## src/rtl/gpr_wb_arbiter.sv

```systemverilog
// Writeback arbiter for the single GPR write port, with a per-register pending scoreboard.
// Optional forwarding outputs are enabled with `define GPR_WB_BYPASS_EN.
module gpr_wb_arbiter #(
   parameter int unsigned NREQ  = 3,
   parameter bit          RR_EN = 1'b1
) (
   input  logic        clk,
   input  logic        rstn,
   input  logic [2:0]  req_valid,
   output logic [2:0]  req_ready,
   input  logic [14:0] req_reg,
   input  logic [95:0] req_data,
   input  logic [2:0]  req_byte,
   output logic        w_en,
   output logic [4:0]  wreg,
   output logic [31:0] wdata,
   output logic        w_byte,
   input  logic        sb_set_en,
   input  logic [4:0]  sb_set_reg,
   input  logic [4:0]  rreg1,
   input  logic [4:0]  rreg2,
   output logic        busy1,
   output logic        busy2,
   output logic        idle
`ifdef GPR_WB_BYPASS_EN
   ,
   output logic        byp_hit1,
   output logic        byp_hit2,
   output logic [31:0] byp_data
`endif
);

   function automatic logic [1:0] wrap3(input logic [2:0] v);
      return (v >= 3'd3) ? 2'(v - 3'd3) : v[1:0];
   endfunction

   logic [1:0]  rr_ptr_q, rr_ptr_d;
   logic [31:0] pending_q, pending_d;
   logic        w_en_q, w_en_d;
   logic [4:0]  wreg_q, wreg_d;
   logic [31:0] wdata_q, wdata_d;
   logic        w_byte_q, w_byte_d;

   logic [2:0]  grant;
   logic [1:0]  gnt_idx;
   logic        gnt_any;
   logic [1:0]  cand;
   logic [4:0]  g_reg;
   logic [31:0] g_data;
   logic        g_byte;

   // First valid requester in search order wins; nothing is granted while in reset.
   always_comb begin
      grant   = '0;
      gnt_idx = '0;
      gnt_any = 1'b0;
      cand    = '0;
      for (int unsigned k = 0; k < NREQ; k++) begin
         if (RR_EN) begin
            cand = wrap3({1'b0, rr_ptr_q} + 3'(k));
         end else begin
            case (k)
               0:       cand = 2'd1;
               1:       cand = 2'd0;
               default: cand = 2'd2;
            endcase
         end
         if (!gnt_any && rstn && req_valid[cand]) begin
            gnt_any       = 1'b1;
            grant[cand]   = 1'b1;
            gnt_idx       = cand;
         end
      end
   end

   assign req_ready = grant;

   always_comb begin
      case (gnt_idx)
         2'd0: begin
            g_reg  = req_reg[4:0];
            g_data = req_data[31:0];
            g_byte = req_byte[0];
         end
         2'd1: begin
            g_reg  = req_reg[9:5];
            g_data = req_data[63:32];
            g_byte = req_byte[1];
         end
         default: begin
            g_reg  = req_reg[14:10];
            g_data = req_data[95:64];
            g_byte = req_byte[2];
         end
      endcase
   end

   always_comb begin
      w_en_d    = 1'b0;
      wreg_d    = wreg_q;
      wdata_d   = wdata_q;
      w_byte_d  = w_byte_q;
      rr_ptr_d  = rr_ptr_q;
      pending_d = pending_q;
      if (gnt_any) begin
         w_en_d   = (g_reg != 5'd0);
         wreg_d   = g_reg;
         wdata_d  = g_data;
         w_byte_d = g_byte;
         rr_ptr_d = wrap3({1'b0, gnt_idx} + 3'd1);
         if (g_reg != 5'd0) begin
            pending_d[g_reg] = 1'b0;
         end
      end
      // Set applied after clear: a new producer's write is still outstanding.
      if (sb_set_en && (sb_set_reg != 5'd0)) begin
         pending_d[sb_set_reg] = 1'b1;
      end
   end

   always_ff @(posedge clk) begin
      if (!rstn) begin
         rr_ptr_q  <= '0;
         pending_q <= '0;
         w_en_q    <= 1'b0;
         wreg_q    <= '0;
         wdata_q   <= '0;
         w_byte_q  <= 1'b0;
      end else begin
         rr_ptr_q  <= rr_ptr_d;
         pending_q <= pending_d;
         w_en_q    <= w_en_d;
         wreg_q    <= wreg_d;
         wdata_q   <= wdata_d;
         w_byte_q  <= w_byte_d;
      end
   end

   assign w_en   = w_en_q;
   assign wreg   = wreg_q;
   assign wdata  = wdata_q;
   assign w_byte = w_byte_q;

   // pending_q[0] is never set, so register 0 always reads not busy.
   assign busy1 = pending_q[rreg1];
   assign busy2 = pending_q[rreg2];
   assign idle  = ~(|pending_q) & ~w_en_q;

`ifdef GPR_WB_BYPASS_EN
   assign byp_hit1 = w_en_q && (wreg_q != 5'd0) && (wreg_q == rreg1);
   assign byp_hit2 = w_en_q && (wreg_q != 5'd0) && (wreg_q == rreg2);
   assign byp_data = wdata_q;
`endif

endmodule

```

## config.mk

```make
export PLATFORM = sky130hd
export DESIGN_NAME = gpr_wb_arbiter
export DESIGN_NICKNAME = d
export VERILOG_FILES = /design/src/rtl/gpr_wb_arbiter.sv
export SDC_FILE = /design/constraint.sdc
export NUM_CORES = 1
export LEC_CHECK = 0
export BUFFER_PORTS_ARGS = -buffer_cell sky130_fd_sc_hd__clkbuf_2
export CAP_MARGIN = 20
export CORE_ASPECT_RATIO = 1.5
export CORE_MARGIN = 4
export CORE_UTILIZATION = 30
export DETAILED_ROUTE_END_ITERATION = 16
export PLACE_DENSITY = 0.66
export SYNTH_ARGS = -nofsm -noshare
export SYNTH_HDL_FRONTEND = slang
export SYNTH_SLANG_ARGS = --single-unit
export TNS_END_PERCENT = 20
```

## constraint.sdc

```tcl
create_clock -name clk -period 3.25 [get_ports clk]
set_clock_uncertainty 0.05 [all_clocks]
set_input_delay 0.65 -clock clk [delete_from_list [all_inputs] [get_ports clk]]
set_output_delay 0.65 -clock clk [all_outputs]
set_load 0.02 [all_outputs]
```

==> qor.yml, run 1 <==
drt:
  drc: 0
  vias: 4682
  dr.pass1.iters: 5
  postRouteAntennaNets: 0
  wirelength_um: 16020
  wire_per_inst_um: 18.95
  post_drt_via_cell_ratio: 5.541
  drtIter0Drc: 212
final_layout:
  num_antenna_cells: 0
  final_cell_area_um2: 6347
  nNetsFinal: 820
  drive_gt1_frac: 0.4890
  final_common_cell: "clkbuf_2"
  final_cell_mix: "179 x clkbuf_2, 71 x dfxtp_1, 58 x nor2_1"
  syn_to_final_growth_pct: 53.87
  multi_input_area_um2: 2929
  nFillCells: 1301
  area.sequential_um2: 1466
  final_cells: 845
critical_path:
  worstPathCellList: "buf_4 > ha_1 > nand3b_1 > o21ai_2 > nor4b_4 > buf_4 > a221o_1 > ha_4 > buf_6 > a22o_1 > a21oi_4 > nand2_2 > buf_12 > o311ai_4 > o21ai_1"
  reg2regPathDepth: 15
  regToRegSetupSlack_ns: 0.03
  critical_path.top_delay_family: "compound AO/OA/AOI/OAI gates"
  crit_fanout: 8
  critPathMaxStageDelay_ns: 0.35
  rr_startpoint: "rr_ptr_q[0]"
  cp_slowest_cell: "a221o_1"
  rr_endpoint: "pending_q[16]"
  crit_path_frequent_cell: "buf_4"
  worst-setup-path-type: "reg -> reg"
  end_kind: "flip-flop"
  worst-path-buf-inv: 4
  cp.required_ns: 3.41
  critPathArrivalTime_ns: 3.38
  critPathLaunchType: "flip-flop"
placement:
  place_area_um2: 5449
  place.gp.congestion: 0.8844
  place_inst: 812
  dpl.hpwl_um: 12510
  portBuffers: 179
timing:
  max_clock_freq_mhz: 310.9
  max_slew_margin: 0.5621
  slew_viol_final: 0
  layout_min_cycle_time_ns: 3.217
  fin_crit_sh: 0.9898
  rsz0062_at_grt: "true"
  setup_viol: 0
  finalHoldViolCount: 0
  worst_pin_slew_ns: 0.6555
global_route:
  antenna_found_initial: 0
  grt_pass1_vias: 4583
  groute.usage.overall: 0.1953
  overflow: 0
  grt_pass1_wl_um: 24530
  grt_max_degree: 80
cts:
  numCtsBuffers: 9
  htreeDepth: 3
  clk_pin_slew_worst_paths_ns: 0.06
  cts_tree: "built"
  clkLatencyLatePin_ns: 0.32
  cts_root_buf: "clkbuf_16"
  clockBufferDepth: 2
  cts_hold_buf: 0
  cts.sinks: 73
floorplan:
  die_w_um: 103.7
  ios: 180
  die_area_um2: 15730
  rows: 52
  core_um2: 13470
  start_util: 0.3063
  die-height_um: 151.6
flow_run:
  cap_violations: 0
power:
  leakage_uw: 0.002669
  netSwitchingFraction: 0.3626
  ir_drop_uv: 268.5
  clock_power_share: 0.302
  p_sw_uw: 1291
  powerDensity_nw_per_um2: 561.0
  p_int_uw: 2270
  power_frac_comb: 0.404
  seqPwrFrac: 0.293
synthesis:
  synth_edf_count: 0
  async_flop_share: 0
  syn_nets: 603
  synth_cell_types: 43
  post_synth.cell_area_avg_um2: 8.948
  yosys-top-cells-area: "dfxtp_1 35%, mux4_2 11%, a311oi_1 7.0%, a22oi_1 6.2%, nor2_1 5.4%"
  synthCells: 461
  synth_top_area_frac: 0.3543
  synth.cell_area_um2: 4125
  ys_warn_count: 0
  ys_seq_elements: 73
  ys_seq_area_frac: 0.3543
  synth-main-ff-cell: "dfxtp_1"
  yosys.area.top_type: "dfxtp_1"
min_path:
  hold_path_depth: 2
  worstHoldStart: "w_byte"
  worst_hold_path_type: "reg -> reg"
  hold_end: "w_byte"
outcome:
  outcome: "finished clean"
cells by family (layout without fill, tap and decap cells):
logic type / count (synthesis) / after routing / synth area share
AOI/OAI and AO/OA: 165 / 165 / 0.2890
adders and majority gates: 7 / 7 / 0.02123
buffers and inverters: 39 / 261 / 0.04398
DFF: 73 / 73 / 0.3543
muxes: 25 / 25 / 0.1219
and+or+nand+nor: 152 / 152 / 0.1695
through the flow:
step	setup slack, ns	util	hold slack [ns]	TNS (ns)	total power [uW]
final	0.03317	0.4713	0.4509	0	3561
after global routing	-0.07042	0.4713	0.4698	-0.8840	3721
after floorplan	-0.02692	-	0.4119	-0.1065	1722
after CTS	0.04183	0.4357	0.4535	0	3350
after detailed placement	-0.2981	0.4046	0.4407	-6.150	2233
after global placement	-0.2014	0.4046	0.4359	-3.407	2207
synthesized netlist by cell type (all sizes together), types with 12 or more instances:
| master | instances |
|---|---|
| a21oi | 27 |
| a22oi | 34 |
| a311oi | 33 |
| buf | 18 |
| clkbuf | 18 |
| dfxtp | 73 |
| mux4 | 20 |
| nand2 | 46 |
| nand3 | 12 |
| nor2 | 59 |
| o21ai | 27 |
| o311ai | 15 |
worst reg2reg max path, stage by stage (launching register included):
cell	delay, ns
dfxtp_2	0.34
buf_4	0.14
ha_1	0.22
nand3b_1	0.18
o21ai_2	0.15
nor4b_4	0.10
buf_4	0.15
a221o_1	0.35
ha_4	0.21
buf_6	0.13
a22o_1	0.25
a21oi_4	0.22
nand2_2	0.10
buf_12	0.17
o311ai_4	0.26
o21ai_1	0.09
timing repair:
| item | 4_1_cts | 5_1_grt |
|---|---|---|
| setup endpoints to repair | 32 | 32 |
| pin swaps | 3 | 17 |
| buffers inserted | 2 | 15 |
| resized for setup | 20 | 74 |
worst max-delay path by stage:
| stage | from | end | slack, ns | depth (start not counted) |
|---|---|---|---|---|
| finish | rr_ptr_q[0] | pending_q[16] | 0.03 | 15 |
| global placement | req_valid[2] | pending_q[27] | -0.20 | 14 |
| CTS | rr_ptr_q[0] | pending_q[12] | 0.04 | 15 |
| detailed placement | req_valid[2] | pending_q[23] | -0.30 | 14 |
| floorplan | rr_ptr_q[0] | pending_q[29] | -0.03 | 14 |
| global route | rr_ptr_q[1] | pending_q[23] | -0.07 | 15 |
final cells by class:
class	count	area share
sequential	73	0.2310
timing repair buffer	242	0.2231
clock buffer	10	0.03607
clock inverter	6	0.01419
inverter	3	0.002168
tap	162	0.03193
multi-input combinational	349	0.4615
layer usage:
metal / wire (um) / track usage / vias to the layer above
met3: 1103 / 0.04154 / 20
met5: 0 / 0 / -
met2: 8339 / 0.3627 / 219
met4: 291 / 0.05323 / 0
li1: - / - / 2239
met1: 6281 / 0.2283 / 2204
power groups by stage:
stage	registers (uW)	clock network (uW)	logic, uW
after CTS	1040	1090	1210
after global routing	1050	1120	1540
after global placement	1060	0	1150
final	1040	1080	1440
after floorplan	1140	0	584
after detailed placement	1060	0	1170
flip-flops by register name (all words and copies together), names as in the netlist:
register   count
w_byte         1
w_en           1
pending_q     32
wreg           5
rr_ptr_q       2
wdata         32
No activity file was read; power rests on OpenSTA's default activity.
==> run 2: changes to the inputs <==
--- a/config.mk
+++ b/config.mk
@@ -5,13 +5,14 @@
 export SDC_FILE = /design/constraint.sdc
 export NUM_CORES = 1
 export LEC_CHECK = 0
+export ABC_AREA = 1
 export BUFFER_PORTS_ARGS = -buffer_cell sky130_fd_sc_hd__clkbuf_2
 export CAP_MARGIN = 20
 export CORE_ASPECT_RATIO = 1.5
 export CORE_MARGIN = 4
 export CORE_UTILIZATION = 30
 export DETAILED_ROUTE_END_ITERATION = 16
-export PLACE_DENSITY = 0.66
+export PLACE_DENSITY = 0.65
 export SYNTH_ARGS = -nofsm -noshare
 export SYNTH_HDL_FRONTEND = slang
 export SYNTH_SLANG_ARGS = --single-unit
==> qor.yml, run 2 <==
synthesis:
  synth_top_area_frac: 0.3233  # -0.03098
  synth_cell_types: 29  # -33%
  yosys.area.top_type: "dfxtp_1"
  synth.cell_area_um2: 4521  # +9.6%
  yosys.area_share.simple: 0.2914  # +0.1219
  ys_seq_area_frac: 0.3233  # -0.03098
  syn_nets: 824  # +37%
  ys_warn_count: 0  # unchanged
  synth_top_family_by_area: "simple AND/OR/NAND/NOR gates"
  yosys-top-cells-area: "dfxtp_1 32%, nand2_1 16%, a21oi_1 13%, a22o_1 6.4%, o21ai_0 5.9%"
  synth_edf_count: 0  # unchanged
  synth-main-ff-cell: "dfxtp_1"
  synth.mux.area_fraction: 0  # -0.1219
  synthCells: 682  # +48%
  yosysMostFrequentCell: "nand2_1"
  async_flop_share: 0  # unchanged
  yosys.area_share.xor_xnor: 0  # unchanged
  ys_seq_elements: 73  # unchanged
  post_synth.cell_area_avg_um2: 6.628  # -26%
  synth-compound-area-share: 0.2845  # -0.004523
  synthAdderAreaFrac: 0.01937  # -0.001857
  synth_common_cells: "189 x nand2_1, 120 x a21oi_1, 73 x dfxtp_1"
global_route:
  antenna_found_initial: 0  # unchanged
  grt_max_degree: 71  # -11%
  grt_pass1_vias: 4989  # +8.9%
  grt_pass1_wl_um: 24690  # +0.65%
  groute.usage.overall: 0.1804  # -0.01495
  overflow: 0  # unchanged
placement:
  place_area_um2: 5642  # +3.5%
  dpl.hpwl_um: 12200  # -2.5%
  place.gp.congestion: 0.8669  # -2.0%
  post-place-ws_ns: 0.05872  # +0.3568 ns
  portBuffers: 179  # unchanged
floorplan:
  rows: 54  # +3.8%
  start_util: 0.3083  # +0.002030
  die_area_um2: 17140  # +8.9%
  ios: 180  # unchanged
  die-height_um: 158.3  # +4.4%
  core_um2: 14660  # +8.9%
  die_w_um: 108.2  # +4.3%
timing:
  fin_crit_sh: 0.9258  # -0.06401
  slew_viol_final: 0  # unchanged
  rsz0062_at_grt: "false"
  setup_ws_ns: 0.2412  # +0.2080 ns
  timing.hold.ws_ns: 0.4346  # -0.01632 ns
  finalHoldViolCount: 0  # unchanged
  max_slew_margin: 0.4757  # -0.08640
  max_clock_freq_mhz: 332.4  # +6.9%
  worst_pin_slew_ns: 0.7836  # +0.1281 ns
  setup_viol: 0  # unchanged
  fin_setup_tns_ns: 0  # unchanged
  layout_min_cycle_time_ns: 3.009  # -0.2080 ns
power:
  totalPowerFinal_uw: 5628  # +58%
  powerDensity_nw_per_um2: 926.5  # +65%
  leakage_uw: 0.002790  # +4.5%
  p_int_uw: 3085  # +36%
  ir_drop_uv: 612.5  # +130%
  clock_power_share: 0.214  # -0.088
  p_sw_uw: 2544  # +97%
  power_frac_comb: 0.568  # +0.164
  netSwitchingFraction: 0.4519  # +0.08933
  seqPwrFrac: 0.218  # -0.075
drt:
  wirelength_um: 15560  # -2.8%
  post_drt_via_cell_ratio: 4.974  # -10%
  wire_per_inst_um: 14.71  # -22%
  postRouteAntennaNets: 0  # unchanged
  drc: 0  # unchanged
  drtIter0Drc: 235  # +11%
  dr.pass1.iters: 5  # unchanged
  vias: 5263  # +12%
outcome:
  outcome: "finished clean"
final_layout:
  num_antenna_cells: 0  # unchanged
  nNetsFinal: 1000  # +22%
  final_cell_area_um2: 6075  # -4.3%
  drive_gt1_frac: 0.2889  # -0.2002
  nFillCells: 1556  # +20%
  final_common_cell: "nand2_1"
  final_cell_mix: "189 x nand2_1, 179 x clkbuf_2, 118 x a21oi_1"
  syn_to_final_growth_pct: 34.38
cts:
  numCtsBuffers: 9  # unchanged
  cts_hold_buf: 0  # unchanged
  cts_tree: "built"
  htreeDepth: 3  # unchanged
  cts_root_buf: "clkbuf_16"
  clockBufferDepth: 2  # unchanged
  cts.sinks: 73  # unchanged
  clkLatencyLatePin_ns: 0.33  # about the same
  clk_pin_slew_worst_paths_ns: 0.06  # about the same
min_path:
  worst_hold_path_type: "reg -> reg"
  worstHoldStart: "pending_q[28]"
critical_path:
  critPathArrivalTime_ns: 3.16  # -0.22 ns
  cp.required_ns: 3.40  # about the same
  rr_startpoint: "rr_ptr_q[0]"
  end_kind: "flip-flop"
  cp-startpoint: "rr_ptr_q[0]"
  crit_fanout: 5  # -3
  worst-setup-path-type: "reg -> reg"
  critPathLaunchType: "flip-flop"
flow_run:
  cap_violations: 0  # unchanged
## run 2: cell count changes in the layout (fill, tap and decap cells not counted), moves of 19 or more
cell,previous run,this run
nor2_1,58,39
o21ai_0,11,53
a21oi_1,21,118
nand2_1,45,189
a22o_1,6,33
mux4_2,20,0
a311oi_1,33,0
buf_4,55,21
nand3_1,4,34
inv_1,1,37
a22oi_1,34,0
## run 2: layout make-up
cell class / count / area, um^2 / share of cell area
Multi-Input combinational cell: 530 / 2758 / 0.4540
Sequential cell: 73 / 1463 / 0.2408
Clock buffer: 10 / 229.0 / 0.03769
Clock inverter: 5 / 128.9 / 0.02122
Tap cell: 196 / 245.2 / 0.04037
Inverter: 42 / 157.7 / 0.02595
Timing Repair Buffer: 202 / 1094 / 0.1800
## run 2: timing repair
action,4_1_cts,5_1_grt
gates resized for setup,0,14
setup endpoints to repair,0,39
setup buffers,0,2
## run 2: power groups by stage
stage	Sequential, uW	Clock (uW)	Combinational, uW
2_1_floorplan	1450	0	2000
3_3_place_gp	1240	0	3070
3_5_place_dp	1240	0	3080
4_1_cts	1230	1220	3100
5_1_grt	1250	1260	3510
6_report	1230	1200	3190
## run 2: path summary, 6_finish.rpt
kind | to | slack, ns | cells past startpoint
setup / recovery | pending_q[9] | 0.24 | 20
hold reg to reg | pending_q[28] | 0.43 | 2
setup reg to reg | pending_q[9] | 0.24 | 20
hold / removal | pending_q[28] | 0.43 | 2
## run 2: cells by family after synthesis
logic type,after synthesis
flops,73
compound gates,221
buf+inv,79
fa+ha+maj,7
simple gates,302
## run 2: through the flow
step,util,instances
2_1_floorplan,-,682
6_report,0.4143,1058
3_3_place_gp,0.3848,1041
5_1_grt,0.4143,1058
3_5_place_dp,0.3848,1041
4_1_cts,0.4092,1056
## run 2: routing by layer
metal	track usage	part of all wire	vias to the layer above
met4	0.07521	0.029	0
li1	-	-	2689
met1	0.2106	0.39	2322
met5	0	0	-
met2	0.3149	0.50	223
met3	0.04260	0.078	29
## run 2: critical path: stages (launching register included)
cell	delay (ns)
dfxtp_1	0.34
buf_4	0.12
ha_1	0.26
inv_1	0.11
nand2_1	0.08
nand3_2	0.10
nand3_2	0.09
buf_4	0.14
o21ai_0	0.07
nor2_1	0.18
inv_1	0.09
ha_2	0.23
buf_4	0.16
nand2_1	0.09
nand2_1	0.09
a21oi_4	0.22
nand3_2	0.16
nor2_1	0.13
nand2_1	0.06
nand2_1	0.07
a21oi_1	0.05
==> run 3: changes to the inputs <==
==> config.mk (replaced) <==
export PLATFORM = sky130hd
export DESIGN_NAME = gpr_wb_arbiter
export DESIGN_NICKNAME = d
export VERILOG_FILES = /design/src/rtl/gpr_wb_arbiter.sv
export SDC_FILE = /design/constraint.sdc
export NUM_CORES = 1
export LEC_CHECK = 0
export CAP_MARGIN = 20
export CORE_ASPECT_RATIO = 1.5
export CORE_MARGIN = 4
export CORE_UTILIZATION = 30
export DETAILED_ROUTE_END_ITERATION = 16
export DONT_BUFFER_PORTS = 1
export PLACE_DENSITY = 0.54
export SYNTH_ARGS = -nofsm -noshare
export SYNTH_HDL_FRONTEND = slang
export SYNTH_SLANG_ARGS = --single-unit
export TNS_END_PERCENT = 20
==> qor.yml, run 3 (synthesized netlist as in run 1, its figures left out) <==
outcome:
  outcome: "finished clean"
drt:
  post_drt_via_cell_ratio: 6.015  # +21%
  vias: 3988  # -24%
  wire_per_inst_um: 23.05  # +57%
  dr.pass1.iters: 4  # -1
  drc: 0  # unchanged
  drtIter0Drc: 201  # -14%
  wirelength_um: 15280  # -1.8%
  postRouteAntennaNets: 0  # unchanged
critical_path:
  crit_fanout: 8  # +3
  cp-startpoint: "rr_ptr_q[1]"
  rr_startpoint: "rr_ptr_q[1]"
  worst-setup-path-type: "reg -> reg"
  critPathArrivalTime_ns: 3.31  # +0.15 ns
  end_kind: "flip-flop"
  regToRegSetupSlack_ns: 0.09  # -0.15 ns
  rr_endpoint: "pending_q[12]"
  reg2regPathDepth: 15  # -25%
  cp.required_ns: 3.41  # about the same
  critPathLaunchType: "flip-flop"
final_layout:
  final_common_cell: "dfxtp_1"
  final_cell_mix: "71 x dfxtp_1, 58 x nor2_1, 46 x buf_4"
  nFillCells: 1262  # -19%
  syn_to_final_growth_pct: 36.97
  drive_gt1_frac: 0.3253  # +0.03649
  area.sequential_um2: 1466  # +0.26%
  multi_input_area_um2: 3023  # +9.6%
  num_antenna_cells: 0  # unchanged
  nNetsFinal: 639  # -36%
timing:
  fin_crit_sh: 0.9711  # +0.04534
  worst_pin_slew_ns: 0.7167  # -0.06685 ns
  slew_viol_final: 0  # unchanged
  max_clock_freq_mhz: 316.8  # -4.7%
  max_slew_margin: 0.5185  # +0.04282
  setup_viol: 0  # unchanged
  layout_min_cycle_time_ns: 3.156  # +0.1474 ns
  setup_ws_ns: 0.09386  # -0.1474 ns
  finalHoldViolCount: 0  # unchanged
  rsz0062_at_grt: "true"
  fin_setup_tns_ns: 0  # unchanged
floorplan:
  die_area_um2: 15730  # -8.2%
  die_w_um: 103.7  # -4.1%
  rows: 52  # -3.7%
  core_um2: 13470  # -8.1%
  die-height_um: 151.6  # -4.2%
  ios: 180  # unchanged
  start_util: 0.3063  # -0.002030
power:
  ir_drop_uv: 440.7  # -28%
  leakage_uw: 0.001970  # -29%
  powerDensity_nw_per_um2: 619.5  # -33%
min_path:
  worstHoldStart: "req_data[69]"
  hold_path_depth: 2  # unchanged
  hold_end: "wdata[5]"
  worst_hold_path_type: "in -> reg"
global_route:
  grt_pass1_wl_um: 22480  # -8.9%
  grt_max_degree: 46  # -35%
  antenna_found_initial: 0  # unchanged
  groute.usage.overall: 0.1817  # +0.001303
  grt_pass1_vias: 4088  # -18%
  overflow: 0  # unchanged
cts:
  cts.sinks: 73  # unchanged
  clockBufferDepth: 2  # unchanged
  htreeDepth: 3  # unchanged
  cts_root_buf: "clkbuf_16"
  clkLatencyLatePin_ns: 0.32  # about the same
  numCtsBuffers: 9  # unchanged
  clk_pin_slew_worst_paths_ns: 0.06  # about the same
  cts_tree: "built"
placement:
  dpl.hpwl_um: 11130  # -8.8%
  place.gp.congestion: 0.8414  # -2.9%
  post-place-ws_ns: -0.3445  # -0.4032 ns
  portBuffers: 0  # -100%
flow_run:
  cap_violations: 0  # unchanged
[run 3: cell count changes in the layout (fill, tap and decap cells not counted), sizes merged, moves of 33 or more]
cell and change:
a311oi +33, a22oi +34, clkbuf -176, a21oi -98, inv -35, buf +34
nand2 -145, nand3 -37
[run 3: metrics by stage]
stage	util	hold WS, ns	power, uW	area (um^2)	cells
after floorplan	-	0.4119	1722	4156	461
after global placement	0.3407	0.4573	2050	4588	631
after detailed placement	0.3407	0.4635	2072	4588	631
after CTS	0.3875	0.3901	3326	5219	655
after global routing	0.4195	0.4038	3669	5650	663
final	0.4195	0.4281	3500	5650	663
[run 3: metal layers]
layer | GRT usage | routed length [um] | part of all wire
met2 | 0.3594 | 8441 | 0.55
met3 | 0.05468 | 1257 | 0.082
met1 | 0.1862 | 5389 | 0.35
met5 | 0 | 0 | 0
met4 | 0.04591 | 191 | 0.013
[run 3: how the worst max path moves through the flow]
stage	endpoint	slack, ns	cells after the start
floorplan	pending_q[29]	-0.03	14
global placement	pending_q[29]	-0.21	15
detailed placement	pending_q[5]	-0.34	15
CTS	pending_q[9]	0.002	17
global route	pending_q[20]	-0.05	15
finish	pending_q[12]	0.09	15
[run 3: critical path, cell delays in order, from the launching register on]
cell      delay (ns)
dfxtp_2         0.32
inv_2           0.07
ha_4            0.18
mux2i_2         0.24
o21ai_2         0.12
nor4b_4         0.35
a22o_1          0.26
a21oi_4         0.07
ha_4            0.18
buf_12          0.14
a22o_4          0.25
a21oi_4         0.19
nand2_2         0.09
buf_12          0.16
o311ai_4        0.25
o21ai_1         0.11
[run 3: where the power goes]
part | switching [uW] | internal, uW
clock network | 390 | 692
registers | 168 | 983
logic | 676 | 592
[run 3: repair_timing]
item,4_1_cts,5_1_grt
hold buffers,0,0
endpoints found under the setup margin,57,53
setup buffers,7,7
pin swaps,5,20
resized for setup,35,71
cloned,2,1
[run 3: layout make-up]
type,instances,area share
clock buffers,11,0.04296
clock inverters,4,0.01351
inverters,3,0.001993
multi-input cells,349,0.5350
flip-flops and latches,73,0.2595
well taps,162,0.03587
repair buffers,61,0.1112
